==> src/rtl/master_tx_ltssm_if.sv <==
// Ordered-set request channel between the LTSSM TX sequencer and the OS generator.
// Carries the current substate in, and OS selection / PHY control / completion out.
interface master_tx_ltssm_if;
    logic [3:0] substate;
    logic       osReady;
    logic       osValid;
    logic [2:0] osType;
    logic       txElectricalIdle;
    logic       disableScrambler;
    logic       finish;
    logic [3:0] exitTo;

    modport master (
        input  substate, osReady,
        output osValid, osType, txElectricalIdle, disableScrambler, finish, exitTo
    );

    modport slave (
        output substate, osReady,
        input  osValid, osType, txElectricalIdle, disableScrambler, finish, exitTo
    );
endinterface

==> src/rtl/master_tx_ltssm.sv <==
// TX side of the LTSSM: streams the ordered sets each substate needs and pulses finish.
// Optional MASTER_TX_EIOS_EN sends one EIOS before falling back to detectQuiet.
module master_tx_ltssm #(
    parameter int POLL_TS_COUNT = 1024,
    parameter int CFG_OS_COUNT  = 16
) (
    input  logic               clk,
    input  logic               reset,
    master_tx_ltssm_if.master  bus
);
    typedef enum logic [1:0] {START, SEND, HOLD, DONE} state_t;

    localparam logic [2:0]  OS_NONE  = 3'd0;
    localparam logic [2:0]  OS_TS1   = 3'd1;
    localparam logic [2:0]  OS_TS2   = 3'd2;
    localparam logic [2:0]  OS_IDLE  = 3'd3;
    localparam logic [10:0] POLL_TGT = 11'(POLL_TS_COUNT);
    localparam logic [10:0] CFG_TGT  = 11'(CFG_OS_COUNT);

    state_t      state, state_nxt;
    logic [3:0]  last_served, last_nxt;
    logic [3:0]  cur_sub, cur_nxt;
    logic [10:0] sent_cnt, cnt_nxt;
    logic [10:0] target, tgt_nxt;
    logic [2:0]  os_type, type_nxt;
    logic        elec_idle, ei_nxt;
    logic        scr_off, scr_nxt;
    logic        os_valid, fin;
    logic [3:0]  exit_to;
`ifdef MASTER_TX_EIOS_EN
    localparam logic [2:0] OS_EIOS = 3'd4;
    logic        eios_pend, eios_nxt;
`endif

    always_ff @(posedge clk or negedge reset) begin
        if (!reset) begin
            state       <= START;
            last_served <= 4'hF;
            cur_sub     <= 4'hF;
            sent_cnt    <= '0;
            target      <= '0;
            os_type     <= OS_NONE;
            elec_idle   <= 1'b1;
            scr_off     <= 1'b1;
`ifdef MASTER_TX_EIOS_EN
            eios_pend   <= 1'b0;
`endif
        end else begin
            state       <= state_nxt;
            last_served <= last_nxt;
            cur_sub     <= cur_nxt;
            sent_cnt    <= cnt_nxt;
            target      <= tgt_nxt;
            os_type     <= type_nxt;
            elec_idle   <= ei_nxt;
            scr_off     <= scr_nxt;
`ifdef MASTER_TX_EIOS_EN
            eios_pend   <= eios_nxt;
`endif
        end
    end

    always_comb begin
        state_nxt = state;
        last_nxt  = last_served;
        cur_nxt   = cur_sub;
        cnt_nxt   = sent_cnt;
        tgt_nxt   = target;
        type_nxt  = os_type;
        ei_nxt    = elec_idle;
        scr_nxt   = scr_off;
        os_valid  = 1'b0;
        fin       = 1'b0;
        exit_to   = 4'd0;
`ifdef MASTER_TX_EIOS_EN
        eios_nxt  = eios_pend;
`endif
        case (state)
            START: begin
                if (bus.substate > 4'd9) begin
                    type_nxt = OS_NONE;
                    ei_nxt   = 1'b1;
                    scr_nxt  = 1'b1;
                end else if (bus.substate != last_served) begin
                    state_nxt = SEND;
                    cur_nxt   = bus.substate;
                    cnt_nxt   = '0;
                    ei_nxt    = 1'b0;
                    scr_nxt   = 1'b1;
                    tgt_nxt   = CFG_TGT;
                    case (bus.substate)
                        4'd0, 4'd1: begin type_nxt = OS_NONE; ei_nxt = 1'b1; tgt_nxt = '0; end
                        4'd2:       begin type_nxt = OS_TS1;  tgt_nxt = POLL_TGT; end
                        4'd3:       type_nxt = OS_TS2;
                        4'd8:       begin type_nxt = OS_TS2;  scr_nxt = 1'b0; end
                        4'd9:       begin type_nxt = OS_IDLE; scr_nxt = 1'b0; end
                        default:    type_nxt = OS_TS1;
                    endcase
`ifdef MASTER_TX_EIOS_EN
                    // Leaving an active substate for detectQuiet: close the link with one EIOS first.
                    if (bus.substate == 4'd0 && cur_sub >= 4'd2 && cur_sub <= 4'd9) begin
                        type_nxt = OS_EIOS;
                        ei_nxt   = 1'b0;
                        tgt_nxt  = 11'd1;
                        eios_nxt = 1'b1;
                    end
`endif
                end
            end
            SEND: begin
                os_valid = (target != '0);
                if (bus.substate != cur_sub) begin
                    state_nxt = START;
`ifdef MASTER_TX_EIOS_EN
                    eios_nxt  = 1'b0;
`endif
                end else if (target == '0) begin
                    state_nxt = DONE;
                end else if (bus.osReady) begin
                    cnt_nxt = (sent_cnt == 11'h7FF) ? sent_cnt : sent_cnt + 11'd1;
`ifdef MASTER_TX_EIOS_EN
                    if (eios_pend) begin
                        // EIOS accepted: go quiet, then finish as a zero-count substate.
                        eios_nxt = 1'b0;
                        type_nxt = OS_NONE;
                        ei_nxt   = 1'b1;
                        tgt_nxt  = '0;
                        cnt_nxt  = '0;
                    end else
`endif
                    if ({1'b0, sent_cnt} + 12'd1 >= {1'b0, target})
                        state_nxt = DONE;
                end
            end
            DONE: begin
                fin       = 1'b1;
                exit_to   = cur_sub + 4'd1;
                last_nxt  = cur_sub;
                state_nxt = HOLD;
            end
            default: begin
                os_valid = (os_type != OS_NONE);
                if (bus.substate != last_served)
                    state_nxt = START;
            end
        endcase
    end

    assign bus.osValid          = os_valid;
    assign bus.osType           = os_type;
    assign bus.txElectricalIdle = elec_idle;
    assign bus.disableScrambler = scr_off;
    assign bus.finish           = fin;
    assign bus.exitTo           = exit_to;
endmodule

==> src/flat_wrapper.sv <==
// flat-port wrapper written by rule: the top's interface ports become plain ports
module master_tx_ltssm_flat 
#(
    parameter int POLL_TS_COUNT = 1024,
    parameter int CFG_OS_COUNT  = 16
)
  (clk, reset, bus_substate, bus_osReady, bus_osValid, bus_osType, bus_txElectricalIdle, bus_disableScrambler, bus_finish, bus_exitTo);
  master_tx_ltssm_if bus_i ();
  input  logic clk;
  input  logic reset;
  input wire logic [$bits(bus_i.substate)-1:0] bus_substate;
  input wire logic [$bits(bus_i.osReady)-1:0] bus_osReady;
  output wire logic [$bits(bus_i.osValid)-1:0] bus_osValid;
  output wire logic [$bits(bus_i.osType)-1:0] bus_osType;
  output wire logic [$bits(bus_i.txElectricalIdle)-1:0] bus_txElectricalIdle;
  output wire logic [$bits(bus_i.disableScrambler)-1:0] bus_disableScrambler;
  output wire logic [$bits(bus_i.finish)-1:0] bus_finish;
  output wire logic [$bits(bus_i.exitTo)-1:0] bus_exitTo;
  assign bus_i.substate = bus_substate;
  assign bus_i.osReady = bus_osReady;
  assign bus_osValid = bus_i.osValid;
  assign bus_osType = bus_i.osType;
  assign bus_txElectricalIdle = bus_i.txElectricalIdle;
  assign bus_disableScrambler = bus_i.disableScrambler;
  assign bus_finish = bus_i.finish;
  assign bus_exitTo = bus_i.exitTo;
  master_tx_ltssm #(.POLL_TS_COUNT(POLL_TS_COUNT), .CFG_OS_COUNT(CFG_OS_COUNT)) u_core (.clk(clk), .reset(reset), .bus(bus_i));
endmodule
==> config.mk <==
export PLATFORM = sky130hd
export DESIGN_NAME = master_tx_ltssm_flat
export DESIGN_NICKNAME = d
export VERILOG_FILES = /design/src/rtl/master_tx_ltssm_if.sv /design/src/rtl/master_tx_ltssm.sv /design/src/flat_wrapper.sv
export SDC_FILE = /design/constraint.sdc
export NUM_CORES = 1
export LEC_CHECK = 0
export CAP_MARGIN = 5
export CORE_MARGIN = 2
export CORE_UTILIZATION = 40
export CTS_CLUSTER_DIAMETER = 100
export DETAILED_ROUTE_END_ITERATION = 16
export SYNTH_ARGS = -nofsm -noshare
export SYNTH_HDL_FRONTEND = slang
export SYNTH_SLANG_ARGS = --single-unit
==> constraint.sdc <==
create_clock -name clk -period 3.6 [get_ports clk]
set_clock_uncertainty 0.2 [all_clocks]
set_input_delay 0.72 -clock clk [delete_from_list [all_inputs] [get_ports clk]]
set_output_delay 0.72 -clock clk [all_outputs]
set_load 0.02 [all_outputs]
### After elaboration in Yosys (flattened, before gate mapping)

Index checks and enable logic that the tools add are counted.

* output and inout port bits: 11
* word-level logic and storage cells: 76
* flip-flop bits (word level): 37

* add/sub/neg operators: 3
* bitwise operators: 1
* reduce and logical (&&, ||, !) cells: 16
* equality and inequality tests: 18
* mux-type cells: 28
* magnitude comparators: 2

Operators with widths (count)
* 11-bit two-way mux: 6
* 11-bit one-hot mux with 2 select lines: 2
* 2-bit two-way mux: 7
* 11-bit by 1-bit adder with 12-bit output, second input constant: 1
* 12-bit by 11-bit >= comparator with 1-bit output: 1
* 2-bit one-hot mux with 3 select lines: 2
* 11-bit by 1-bit adder with 11-bit output, second input constant: 1
* 11-bit equality test, second input constant: 1
* 11-bit logical NOT: 1
* 11-bit nonzero test: 1
* 2-bit != test, second input constant: 5
* 4-bit by 2-bit equality test with 1-bit output, second input constant: 2
* 4-bit equality test, second input constant: 2
* 4-bit != test: 2
* 2-bit OR reduction: 4
* 1-bit two-way mux: 7
* 7-bit AND reduction: 1
* 3-bit two-way mux: 2
* 3-bit nonzero test: 2
* 5-bit AND reduction: 1
* 4-bit by 1-bit adder with 4-bit output, second input constant: 1
* 4-bit by 1-bit equality test with 1-bit output, second input constant: 1
* 4-bit > comparator, second input constant: 1
* 4-bit logical NOT: 1
* 12 further kinds: 13

### Depth between registers and ports, before layout

Gate-level depths: netlist of the first run.

* depth after elaboration: 7
* gate-level depth with buffers: 10

### Worst setup path after synthesis of the first run

OpenSTA, ideal clock, no wires.

* path kind: reg2reg
* from: register u_core.sent_cnt[0]
* to: register u_core.state[0]
* arrival time: 2.388 ns
* buffers on the path: 1
* slack: 0.884 ns
* stages on the path, launching flop included: 11
* data required time: 3.272 ns
* path through: dfrtp_1 > ha_1 > and4_1 > buf_2 > nand4_1 > xnor2_1 > ha_1 > nor4b_2 > nand3_1 > o31ai_1 > mux2_1

* longest elaborated chain between the ends: 4

Ends and longest elaborated chain
* start: declaration: RTL line master_tx_ltssm.sv:23 `logic [10:0] sent_cnt, cnt_nxt;`
* start signal: assignment: RTL line master_tx_ltssm.sv:52 `sent_cnt <= cnt_nxt;`
* 11-bit by 1-bit adder with 12-bit output: RTL line master_tx_ltssm.sv:131 `if ({1'b0, sent_cnt} + 12'd1 >= {1'b0, target})`
* 12-bit by 11-bit >= comparator with 1-bit output: RTL line master_tx_ltssm.sv:131
* 4-bit by 1-bit != test with 1-bit output (no source line)
* 5-bit AND reduction (no source line)
* end signal: assignment: RTL line master_tx_ltssm.sv:49 `state <= state_nxt;`
* end: declaration: RTL line master_tx_ltssm.sv:20 `state_t state, state_nxt;`

Every way passes these cells.
A chain may end at the register's enable or synchronous reset.

### Final worst setup path of the first run

Ends and elaborated chain as after synthesis.

==> summary.md, run 1 <==
| Metric | Value |
|---|---|
| Vias | `1406` |
| Switching share of power | `42.3%` |
| Crit path from | `u_core.sent_cnt[0]$_DFFE_PN0P_` |
| First-pass GRT wire length | `6.73 mm` |
| Max-Cap Viols | `0` |
| Unrepaired setup endpoints after global routing | `no` |
| Measured slew at the worst slew-check pin | `0.965 ns` |
| Dominant synthesized flop cell | `dfrtp_1` |
| Ys async rst share | `100%` |
| Clk root buf | `clkbuf_8` |
| Clock share of power | `12.2%` |
| Setup CP Type | `reg2reg` |
| Gp weighted congestion | `0.799` |
| Final wirelength | `3.85 mm` |
| Initial DRC count | `72` |
| Pwr per Cell Area | `676 nW/µm²` |
| Initial antenna violation count | `0` |
| Die Y | `72.2 µm` |
| Starting Density | `42.2%` |
| Vias in the first global route | `1349` |
| Worst EP required | `3.56 ns` |
| Nets | `215` |
| Antenna cells | `0` |
| YS warnings | `0` |
| Final-layout fill cell count | `428` |
| Crit end category | `register` |
| Routed len/inst | `15.1 µm` |
| Flop pwr share | `38.7%` |
| EDFF count, synth | `0` |
| Max FO, Critical Path | `9` |
| Outcome | `finished, final reports clean` |
| PostCTS Resize Cnt | `0` |
| Seq/Total Area, Yosys | `36.9%` |
| Cells after Synth | `189` |
| Core box area | `4410 µm²` |
| Share of cells above drive strength 1 | `21.3%` |
| Clock Latency Late Sink | `0.27 ns` |
| Postcts setup bufs | `0` |
| Flops & latches, synth | `27` |
| Worst Setup Start Kind | `register` |
| Final Setup Violations | `0` |
| Total global routing overflow | `0` |
| Syn Nets | `201` |
| Top post-synthesis cells by count | `nand2_1 (18), dfrtp_1 (17), nor2_1 (17)` |
| Leakage | `0.821 nW` |
| CTS buffer count | `3` |
| Fin. max-slew vios | `0` |
| CTS Hold Bufs | `0` |
| Mapped cell area | `1860 µm²` |
| DRC Markers | `0` |
| Die W | `72.2 µm` |
| Avg Inst Size Synth | `9.86 µm²` |
| Clk buf depth | `2` |
| Period utilization | `85.1%` |
| Die ar. | `5220 µm²` |
| Cells on worst reg2reg path | `9` |
| Hold path startpoint | `u_core.last_served[3]$_DFFE_PN1P_` |
| Layout area overhead | `11.7%` |
| Total GRT Usage | `16.3%` |
| Worst Hold Class | `reg2reg` |
| Synth area leaders | `dfrtp_1 (23%), dfstp_2 (14%), mux2_2 (4.2%)` |
| Worst vdd ir | `0.365 mV` |
| IO Pins | `18` |
| Largest net degree at the start of global routing | `21` |
| Max transition margin | `35.5%` |
| Cell variety after synth | `53` |
| Fmax | `326 MHz` |
| Switch Pwr | `595 µW` |
| Worst Path Arrival | `3.03 ns` |
| Drt pass-1 iters | `4` |
| Dominant cell type by area after synthesis | `dfrtp_1` |
| Htree depth | `1` |
| Cell with the most instances after synthesis | `nand2_1` |
| HPWL Detailed | `2.92 mm` |
| CTS tree | `yes` |
| Hold Path Cell Cnt | `2` |
| Final Util | `47.1%` |
| Comb pwr share | `49.1%` |
| Post-route ant nets | `0` |
| Synth top area share | `22.8%` |
| CTS Sinks | `27` |
| Startpoint of the worst register-to-register path | `u_core.sent_cnt[0]$_DFFE_PN0P_` |
| Worst-path clk slew | `0.10 ns` |
| Tmin final | `3.06 ns` |
| P_int | `812 µW` |
| Post-DR vias/cell | `5.54` |
| Rows | `24` |
| Final hold vios | `0` |
| Setup TNS | `0 ns` |
| I/O Buffers | `16` |
[power groups by stage]
stage | Sequential, mW | Clock (mW) | Combinational, mW
finish | 0.544 | 0.172 | 0.691
global route | 0.566 | 0.189 | 0.762
CTS | 0.547 | 0.182 | 0.696
detailed placement | 0.549 | 0 | 0.693
global placement | 0.549 | 0 | 0.685
floorplan | 0.526 | 0 | 0.530
[registers in the layout (all words and copies together), names as in the netlist]
signal	cells
u_core.bus.disableScrambler	1
u_core.bus.osType	2
u_core.bus.txElectricalIdle	1
u_core.cur_sub	4
u_core.last_served	4
u_core.sent_cnt	11
u_core.state	2
u_core.target	2
[worst max-delay path: stages, from the launching register on]
cell and delay (ns):
dfrtp_1 0.43, ha_1 0.27, and4_1 0.50, nand4_1 0.18, xnor2_1 0.20, ha_1 0.22, nor4b_2 0.26, nand3_1 0.12
o31ai_1 0.23, mux2_1 0.35
[path summary, 6_finish.rpt]
check | endpoint | slack [ns]
hold reg to reg | u_core.last_served[3]$_DFFE_PN1P_ | 0.30
setup / recovery | u_core.state[0]$_DFFE_PN0P_ | 0.54
min in group asynchronous | u_core.state[1]$_DFFE_PN0P_ | 0.77
hold / removal | u_core.last_served[3]$_DFFE_PN1P_ | 0.30
max in group asynchronous | u_core.bus.disableScrambler$_DFFE_PN1P_ | 1.70
setup reg to reg | u_core.state[0]$_DFFE_PN0P_ | 0.54
[through the flow]
| stage | setup slack (ns) | power, mW | hold slack, ns | cells | cell area, µm² |
|---|---|---|---|---|---|
| 2_1_floorplan | 0.884 | 1.06 | 0.224 | 189 | 1860 |
| 3_3_place_gp | 0.359 | 1.23 | 0.282 | 250 | 2040 |
| 3_5_place_dp | 0.307 | 1.24 | 0.299 | 250 | 2040 |
| 4_1_cts | 0.532 | 1.42 | 0.305 | 254 | 2080 |
| 5_1_grt | 0.290 | 1.52 | 0.315 | 254 | 2080 |
| 6_report | 0.536 | 1.41 | 0.297 | 254 | 2080 |
[routing by layer]
layer | share of wire (%) | global-route usage, %
met3 | 4.5 | 3.06
met5 | 0 | 0
met2 | 45 | 24.5
met4 | 0.18 | 1.47
met1 | 50 | 25.3
[layout by cell type (no fill, tap or decap), drive strengths merged, types with 5 or more instances in the layout]
cell	Yosys	layout
mux2	8	8
o21ai	17	17
clkdlybuf4s50	0	16
dfstp	10	10
nor2	18	18
inv	8	8
nand2	18	18
o31ai	7	7
a31oi	5	5
a21oi	5	5
xnor2	9	9
xor2	8	8
nand3	7	7
ha	5	5
dfrtp	17	17
[final cells by class]
type | instances | area [µm²] | area share [%]
inverters | 8 | 30.0 | 1.44
repair buffers | 20 | 190 | 9.14
multi-input cells | 143 | 1060 | 51.1
well taps | 52 | 65.1 | 3.13
clock buffers | 4 | 45.0 | 2.16
flip-flops and latches | 27 | 688 | 33.1
[kinds of logic (layout without fill, tap and decap cells)]
kind of cell,Yosys count,in the layout,share of synthesized area (%)
AOI/OAI and AO/OA,45,45,19.7
DFF,27,27,36.9
other,1,1,0.201
and+or+nand+nor,67,67,19.7
muxes,8,8,4.84
xor gates and xnor gates,17,17,9.20
buffers and inverters,19,32,6.04
adders and majority gates,5,5,3.36
Note: power is estimated with default switching activity, not from simulation.
==> inputs of run 2 (changes only) <==
CORE_UTILIZATION = 50   (was 40)
PLACE_DENSITY = 0.71   (was unset)
==> run 2 against run 1 <==
Net effect:
- register-to-register slack gained 0.02 ns
- wire length rose by 1.4%
- worst setup slack worse by 0.0047 ns
- core utilization is 9.8 points higher
- global-route usage increased by 5.1 points
- count of clock-buffer cells in the layout fell by 1
- combinational power grew 0.7%
- sequential cell count is the same
- critical path depth shrank 5
- critical endpoint is now bus_osValid
- largest power group unchanged
- highest routed layer unchanged
==> summary.md, run 2 (synthesis gave the netlist of run 1 again) <==
| Metric | Value |
|---|---|
| Outcome | `finished, final reports clean` |
| Met3 Use GR | `2.60% (-0.45 points)` |
| Final setup margin | `0.532 ns (-0.00473 ns)` |
| Total global routing overflow | `0 (unchanged)` |
| Routed len/inst | `15.7 µm (+3.4%)` |
| Largest register FFs | `11 (unchanged)` |
| Post-route ant nets | `0 (unchanged)` |
| Fin. max-slew vios | `0 (unchanged)` |
| Cells along the critical path | `nor2b_1 -> o21ai_0 -> nand2_1 -> clkdlybuf4s50_1` |
| Max-Cap Viols | `0 (unchanged)` |
| PostCTS Resize Cnt | `0 (unchanged)` |
| Fmax | `326 MHz (-0.15%)` |
| Core box area | `3630 µm² (-18%)` |
| Min Hold Slack | `0.309 ns (+0.0116 ns)` |
| IO Pins | `18 (unchanged)` |
| Met1 Use GR | `30.4% (+5.1 points)` |
| Critical Path Max Stage Delay | `0.61 ns (+0.11 ns)` |
| CTS Sinks | `27 (unchanged)` |
| Drt pass-1 iters | `4 (unchanged)` |
| Most frequent cells in the layout | `nand2_1 (18), nor2_1 (17), dfrtp_1 (17), clkdlybuf4s50_1 (16), dfstp_2 (10)` |
| Final Setup Violations | `0 (unchanged)` |
| Clock Latency Late Sink | `0.28 ns (about the same)` |
| Measured slew at the worst slew-check pin | `0.740 ns (-0.224 ns)` |
| Worst vdd ir | `0.401 mV (+9.7%)` |
| Worst Path Arrival | `2.15 ns (-0.88 ns)` |
| Crit end category | `primary output` |
| Initial antenna violation count | `0 (unchanged)` |
| Worst Hold Class | `reg2reg` |
| Biggest regs | `u_core.sent_cnt: 11 flops, u_core.cur_sub: 4 flops, u_core.last_served: 4 flops` |
| CTS Hold Bufs | `0 (unchanged)` |
| Clk buf depth | `2 (unchanged)` |
| Post-DR vias/cell | `5.70 (+3.0%)` |
| Clk root buf | `clkbuf_8` |
| Gp weighted congestion | `0.871 (+9.0%)` |
| Rows | `22 (-8.3%)` |
| Starting Density | `51.3% (+9.1 points)` |
| Max FO, Critical Path | `9 (unchanged)` |
| Antenna cells | `0 (unchanged)` |
| Htree depth | `1 (unchanged)` |
| Total GRT Usage | `21.4% (+5.1 points)` |
| Top Usage Layer GRT | `met2` |
| Leakage | `0.819 nW (-0.25%)` |
| Postcts setup bufs | `0 (unchanged)` |
| Vias in the first global route | `1441 (+6.8%)` |
| I/O Buffers | `16 (unchanged)` |
| Tmin final | `3.07 ns (+0.00473 ns)` |
| HPWL Detailed | `2.83 mm (-3.0%)` |
| Vias | `1419 (+0.92%)` |
| Largest net degree at the start of global routing | `28 (+33%)` |
| Setup TNS | `0 ns (unchanged)` |
| Final hold vios | `0 (unchanged)` |
| Die Y | `65.0 µm (-10%)` |
| Worst Setup Start Kind | `register` |
| Unrepaired setup endpoints after global routing | `no` |
| Most common cell after layout, fill and taps aside | `nand2_1` |
| First-pass GRT wire length | `7.02 mm (+4.3%)` |
| Pwr per Cell Area | `688 nW/µm² (+1.7%)` |
| DRC Markers | `0 (unchanged)` |
| Nets | `214 (-0.47%)` |
| Pre-CTS setup slack | `0.409 ns (+0.101 ns)` |
| Worst-path clk slew | `0.09 ns (about the same)` |
| CTS buffer count | `3 (unchanged)` |
| Initial DRC count | `77 (+6.9%)` |
| Final wirelength | `3.90 mm (+1.4%)` |
| Period utilization | `85.2% (+0.13 points)` |
| Met2 usage | `34.8% (+10 points)` |
| Die W | `65.0 µm (-10%)` |
| Post-layout instance area | `2070 µm² (-0.54%)` |
| Layout area overhead | `11.1%` |
| Placed Area | `2020 µm² (-0.61%)` |
| Largest Register | `u_core.sent_cnt` |
| Setup CP Type | `reg2out` |
| CTS tree | `yes` |
| Max transition margin | `50.2% (+15 points)` |
| Slowest-stage cell, CP | `clkdlybuf4s50_1` |
| Share of cells above drive strength 1 | `21.4% (+0.11 points)` |
| Final Util | `57.0% (+9.8 points)` |
| Die ar. | `4230 µm² (-19%)` |
| Worst EP required | `2.68 ns (-0.88 ns)` |
## run 2: power by group
group | internal (mW) | leakage (nW) | switching, mW | total (mW)
clock | 0.0779 | 0.0255 | 0.103 | 0.181
combinational | 0.300 | 0.459 | 0.396 | 0.696
sequential | 0.432 | 0.335 | 0.115 | 0.547
total | 0.810 | 0.819 | 0.614 | 1.42
## run 2: path summary, 6_finish.rpt
path | start | end | slack, ns | depth (start not counted)
worst max-delay path | u_core.state[0]$_DFFE_PN0P_ | bus_osValid | 0.53 | 4
worst min-delay path | u_core.last_served[3]$_DFFE_PN1P_ | u_core.last_served[3]$_DFFE_PN1P_ | 0.31 | 2
worst max register to register | u_core.sent_cnt[0]$_DFFE_PN0P_ | u_core.state[0]$_DFFE_PN0P_ | 0.56 | 9
worst min register to register | u_core.last_served[3]$_DFFE_PN1P_ | u_core.last_served[3]$_DFFE_PN1P_ | 0.31 | 2
max in group asynchronous | reset | u_core.last_served[0]$_DFFE_PN1P_ | 2.28 | 2
min in group asynchronous | reset | u_core.sent_cnt[10]$_DFFE_PN0P_ | 0.60 | 2
## run 2: routing by layer
metal / wire length [µm] / vias to the layer above
met5: 0 / -
met4: 19 / 0
met3: 141 / 3
met2: 1890 / 28
met1: 1850 / 701
li1: - / 687
## run 2: area by class of cell
cell class	count	area [µm²]
inverter	8	30.0
multi-input combinational	143	1060
fill	351	1560
clock inverter	1	5.00
tap	48	60.1
timing repair buffer	19	183
sequential	27	688
clock buffer	3	41.3
## run 2: critical path: cells and delay by family, from the launching register on
kind	cells	cell delay, ns
buf+inv	1	0.61
simple gates	2	0.49
compound gates	1	0.26
flops	1	0.51
## run 2: metrics by stage
stage | std cells | total power [mW]
4_1_cts | 249 | 1.43
5_1_grt | 249 | 1.53
3_3_place_gp | 245 | 1.23
6_report | 249 | 1.42
2_1_floorplan | 189 | 1.06
3_5_place_dp | 245 | 1.24
==> inputs of run 3 (changes only) <==
ABC_CLOCK_PERIOD_IN_PS = 3600   (was unset)
CORE_ASPECT_RATIO = 0.6   (was unset)
==> run 3 against run 2 <==
Net effect:
- total power fell by 0.41%
- sequential share of layout area is essentially flat
- cell count decreased by 0.40%
- count of clock-buffer cells in the layout up 1
- worst hold slack worse by 0.017 ns
- die area increased by 0.38%
- via count up 1.5%
- sequential cell count did not move
- critical path depth is 5 higher
- register-to-register slack worse by 0.09 ns
- non-clock buffer count unchanged
- sequential power barely moved
- critical path type is now reg2reg
- critical endpoint is now u_core.state[0]$_DFFE_PN0P_
==> summary.md, run 3 (synthesis gave the netlist of run 1 again) <==
| Metric | Value |
|---|---|
| CTS tree | `yes` |
| Worst-path clk slew | `0.09 ns (about the same)` |
| HPWL Detailed | `3.21 mm (+13%)` |
| Flop pwr share | `38.3% (about the same)` |
| Vias | `1440 (+1.5%)` |
| Die Y | `51.3 µm (-21%)` |
| Largest Register | `u_core.sent_cnt` |
| Switch Pwr | `612 µW (-0.29%)` |
| Nets | `214 (unchanged)` |
| Switching share of power | `43.2% (+0.049 points)` |
| Final setup margin | `0.474 ns (-0.0572 ns)` |
| Biggest regs | `u_core.sent_cnt: 11 flops, u_core.cur_sub: 4 flops, u_core.last_served: 4 flops` |
| Gp weighted congestion | `0.894 (+2.6%)` |
| Initial DRC count | `106 (+38%)` |
| CTS Sinks | `27 (unchanged)` |
| Clock share of power | `12.1% (-0.6 points)` |
| Die W | `82.8 µm (+27%)` |
| Worst vdd ir | `0.335 mV (-16%)` |
| Slowest-stage cell, CP | `and4_1` |
| Critical Path Max Stage Delay | `0.48 ns (-0.13 ns)` |
| Worst Path Arrival | `3.08 ns (+0.93 ns)` |
| IO Pins | `18 (unchanged)` |
| Pwr per Cell Area | `686 nW/µm² (-0.29%)` |
| Clk buf depth | `2 (unchanged)` |
| Overall power | `1.42 mW (-0.41%)` |
| Antenna cells | `0 (unchanged)` |
| CTS Hold Bufs | `0 (unchanged)` |
| Area taken by flip-flops and latches | `688 µm² (unchanged)` |
| Final hold vios | `0 (unchanged)` |
| PostCTS Resize Cnt | `0 (unchanged)` |
| Layout area overhead | `10.9%` |
| CTS buffer count | `3 (unchanged)` |
| Setup TNS | `0 ns (unchanged)` |
| Routed len/inst | `16.7 µm (+6.9%)` |
| Postcts setup bufs | `0 (unchanged)` |
| Clock Latency Late Sink | `0.27 ns (about the same)` |
| Max-Cap Viols | `0 (unchanged)` |
| Period utilization | `86.8% (+1.6 points)` |
| Outcome | `finished, final reports clean` |
| Worst EP required | `3.56 ns (+0.88 ns)` |
| Starting Density | `51.5% (+0.25 points)` |
| Final-layout fill cell count | `325 (-7.4%)` |
| Total GRT Usage | `21.2% (-0.24 points)` |
| Most common cell on crit path | `ha_1` |
| Die ar. | `4250 µm² (+0.38%)` |
| Multi-input logic area | `1060 µm² (unchanged)` |
| I/O Buffers | `16 (unchanged)` |
| Most frequent cells in the layout | `nand2_1 (18), nor2_1 (17), dfrtp_1 (17), clkdlybuf4s50_1 (16), dfstp_2 (10)` |
| DRC Markers | `0 (unchanged)` |
| Setup CP Type | `reg2reg` |
| Final Setup Violations | `0 (unchanged)` |
| Share of cells above drive strength 1 | `20.9% (-0.50 points)` |
| Tmin final | `3.13 ns (+0.0572 ns)` |
| Unrepaired setup endpoints after global routing | `no` |
| Measured slew at the worst slew-check pin | `0.717 ns (-0.0233 ns)` |
| Cells along the critical path | `ha_1 -> and4_1 -> nand4_1 -> xnor2_1 -> ha_1 -> nor4b_2 -> nand3_1 -> o31ai_1 -> mux2_1` |
| Worst Hold Class | `reg2reg` |
| Crit end category | `register` |
| Fmax | `320 MHz (-1.8%)` |
| Fin. max-slew vios | `0 (unchanged)` |
| Worst Setup Start Kind | `register` |
| Clk root buf | `clkbuf_8` |
| Comb pwr share | `49.6% (+0.7 points)` |
| Most common cell after layout, fill and taps aside | `nand2_1` |
| Max transition margin | `51.8% (+1.6 points)` |
| Htree depth | `1 (unchanged)` |
| Total global routing overflow | `0 (unchanged)` |
| Largest delay share family, worst path | `simple AND/OR/NAND/NOR gates` |
| Max FO, Critical Path | `9 (unchanged)` |
| P_int | `806 µW (-0.49%)` |
| Core box area | `3620 µm² (-0.48%)` |
| Leakage | `0.817 nW (-0.30%)` |
| Rows | `17 (-23%)` |
| Drt pass-1 iters | `4 (unchanged)` |
| First-pass GRT wire length | `7.02 mm (about the same)` |
| Pre-CTS setup slack | `0.275 ns (-0.134 ns)` |
| Post-route ant nets | `0 (unchanged)` |
| Vias in the first global route | `1391 (-3.5%)` |
| Final wirelength | `4.15 mm (+6.5%)` |
| Largest register FFs | `11 (unchanged)` |
| Buf+Inv Stages, Crit Path | `0 (-1)` |
| Largest net degree at the start of global routing | `19 (-32%)` |
| Initial antenna violation count | `0 (unchanged)` |
| Post-DR vias/cell | `5.81 (+1.9%)` |
-- run 3: changes by cell type in the layout (fill, tap and decap cells not counted) --
| cell | before | now |
|---|---|---|
| clkbuf_1 | 0 | 1 |
| clkinv_2 | 1 | 0 |
-- run 3: power by group through the flow --
| stage | combinational, mW | sequential, mW | clock [mW] |
|---|---|---|---|
| 2_1_floorplan | 0.530 | 0.526 | 0 |
| 3_3_place_gp | 0.673 | 0.546 | 0 |
| 3_5_place_dp | 0.697 | 0.547 | 0 |
| 4_1_cts | 0.703 | 0.544 | 0.179 |
| 5_1_grt | 0.774 | 0.560 | 0.189 |
| 6_report | 0.703 | 0.544 | 0.171 |
-- run 3: worst reg2reg max path: stages, from the launching register on --
cell and delay [ns]:
dfrtp_1 0.43, ha_1 0.27, and4_1 0.48, nand4_1 0.17
xnor2_1 0.17, ha_1 0.23, nor4b_2 0.27, nand3_1 0.14
o31ai_1 0.29, mux2_1 0.36
-- run 3: path summary, 6_finish.rpt --
kind | startpoint | end | slack [ns] | cells after the start
max | u_core.sent_cnt[0]$_DFFE_PN0P_ | u_core.state[0]$_DFFE_PN0P_ | 0.47 | 9
min | u_core.last_served[3]$_DFFE_PN1P_ | u_core.last_served[3]$_DFFE_PN1P_ | 0.29 | 2
max reg2reg | u_core.sent_cnt[0]$_DFFE_PN0P_ | u_core.state[0]$_DFFE_PN0P_ | 0.47 | 9
min reg2reg | u_core.last_served[3]$_DFFE_PN1P_ | u_core.last_served[3]$_DFFE_PN1P_ | 0.29 | 2
max in group asynchronous | reset | u_core.cur_sub[3]$_DFFE_PN1P_ | 1.99 | 2
min in group asynchronous | reset | u_core.bus.osType[0]$_DFFE_PN0P_ | 0.55 | 1
-- run 3: stage by stage --
stage	instance area, µm²	std cells	hold WS, ns	utilization [%]
after floorplan	1860	189	0.224	-
after global placement	2020	244	0.277	55.9
after detailed placement	2020	244	0.283	55.9
after CTS	2070	248	0.297	57.2
after global routing	2070	248	0.339	57.2
final	2070	248	0.292	57.2
-- run 3: per-layer routing --
metal / routed length (µm) / track usage (%) / share of wire, %
met5: 0 / 0 / 0
met4: 14 / 3.01 / 0.34
met3: 254 / 4.20 / 6.1
met2: 1750 / 32.3 / 42
met1: 2130 / 31.8 / 51
-- run 3: layout make-up --
| type | count | area share, % |
|---|---|---|
| well taps | 47 | 2.85 |
| repair buffers | 19 | 8.84 |
| inverters | 8 | 1.45 |
| multi-input cells | 143 | 51.4 |
| flip-flops and latches | 27 | 33.3 |
| clock buffers | 4 | 2.18 |
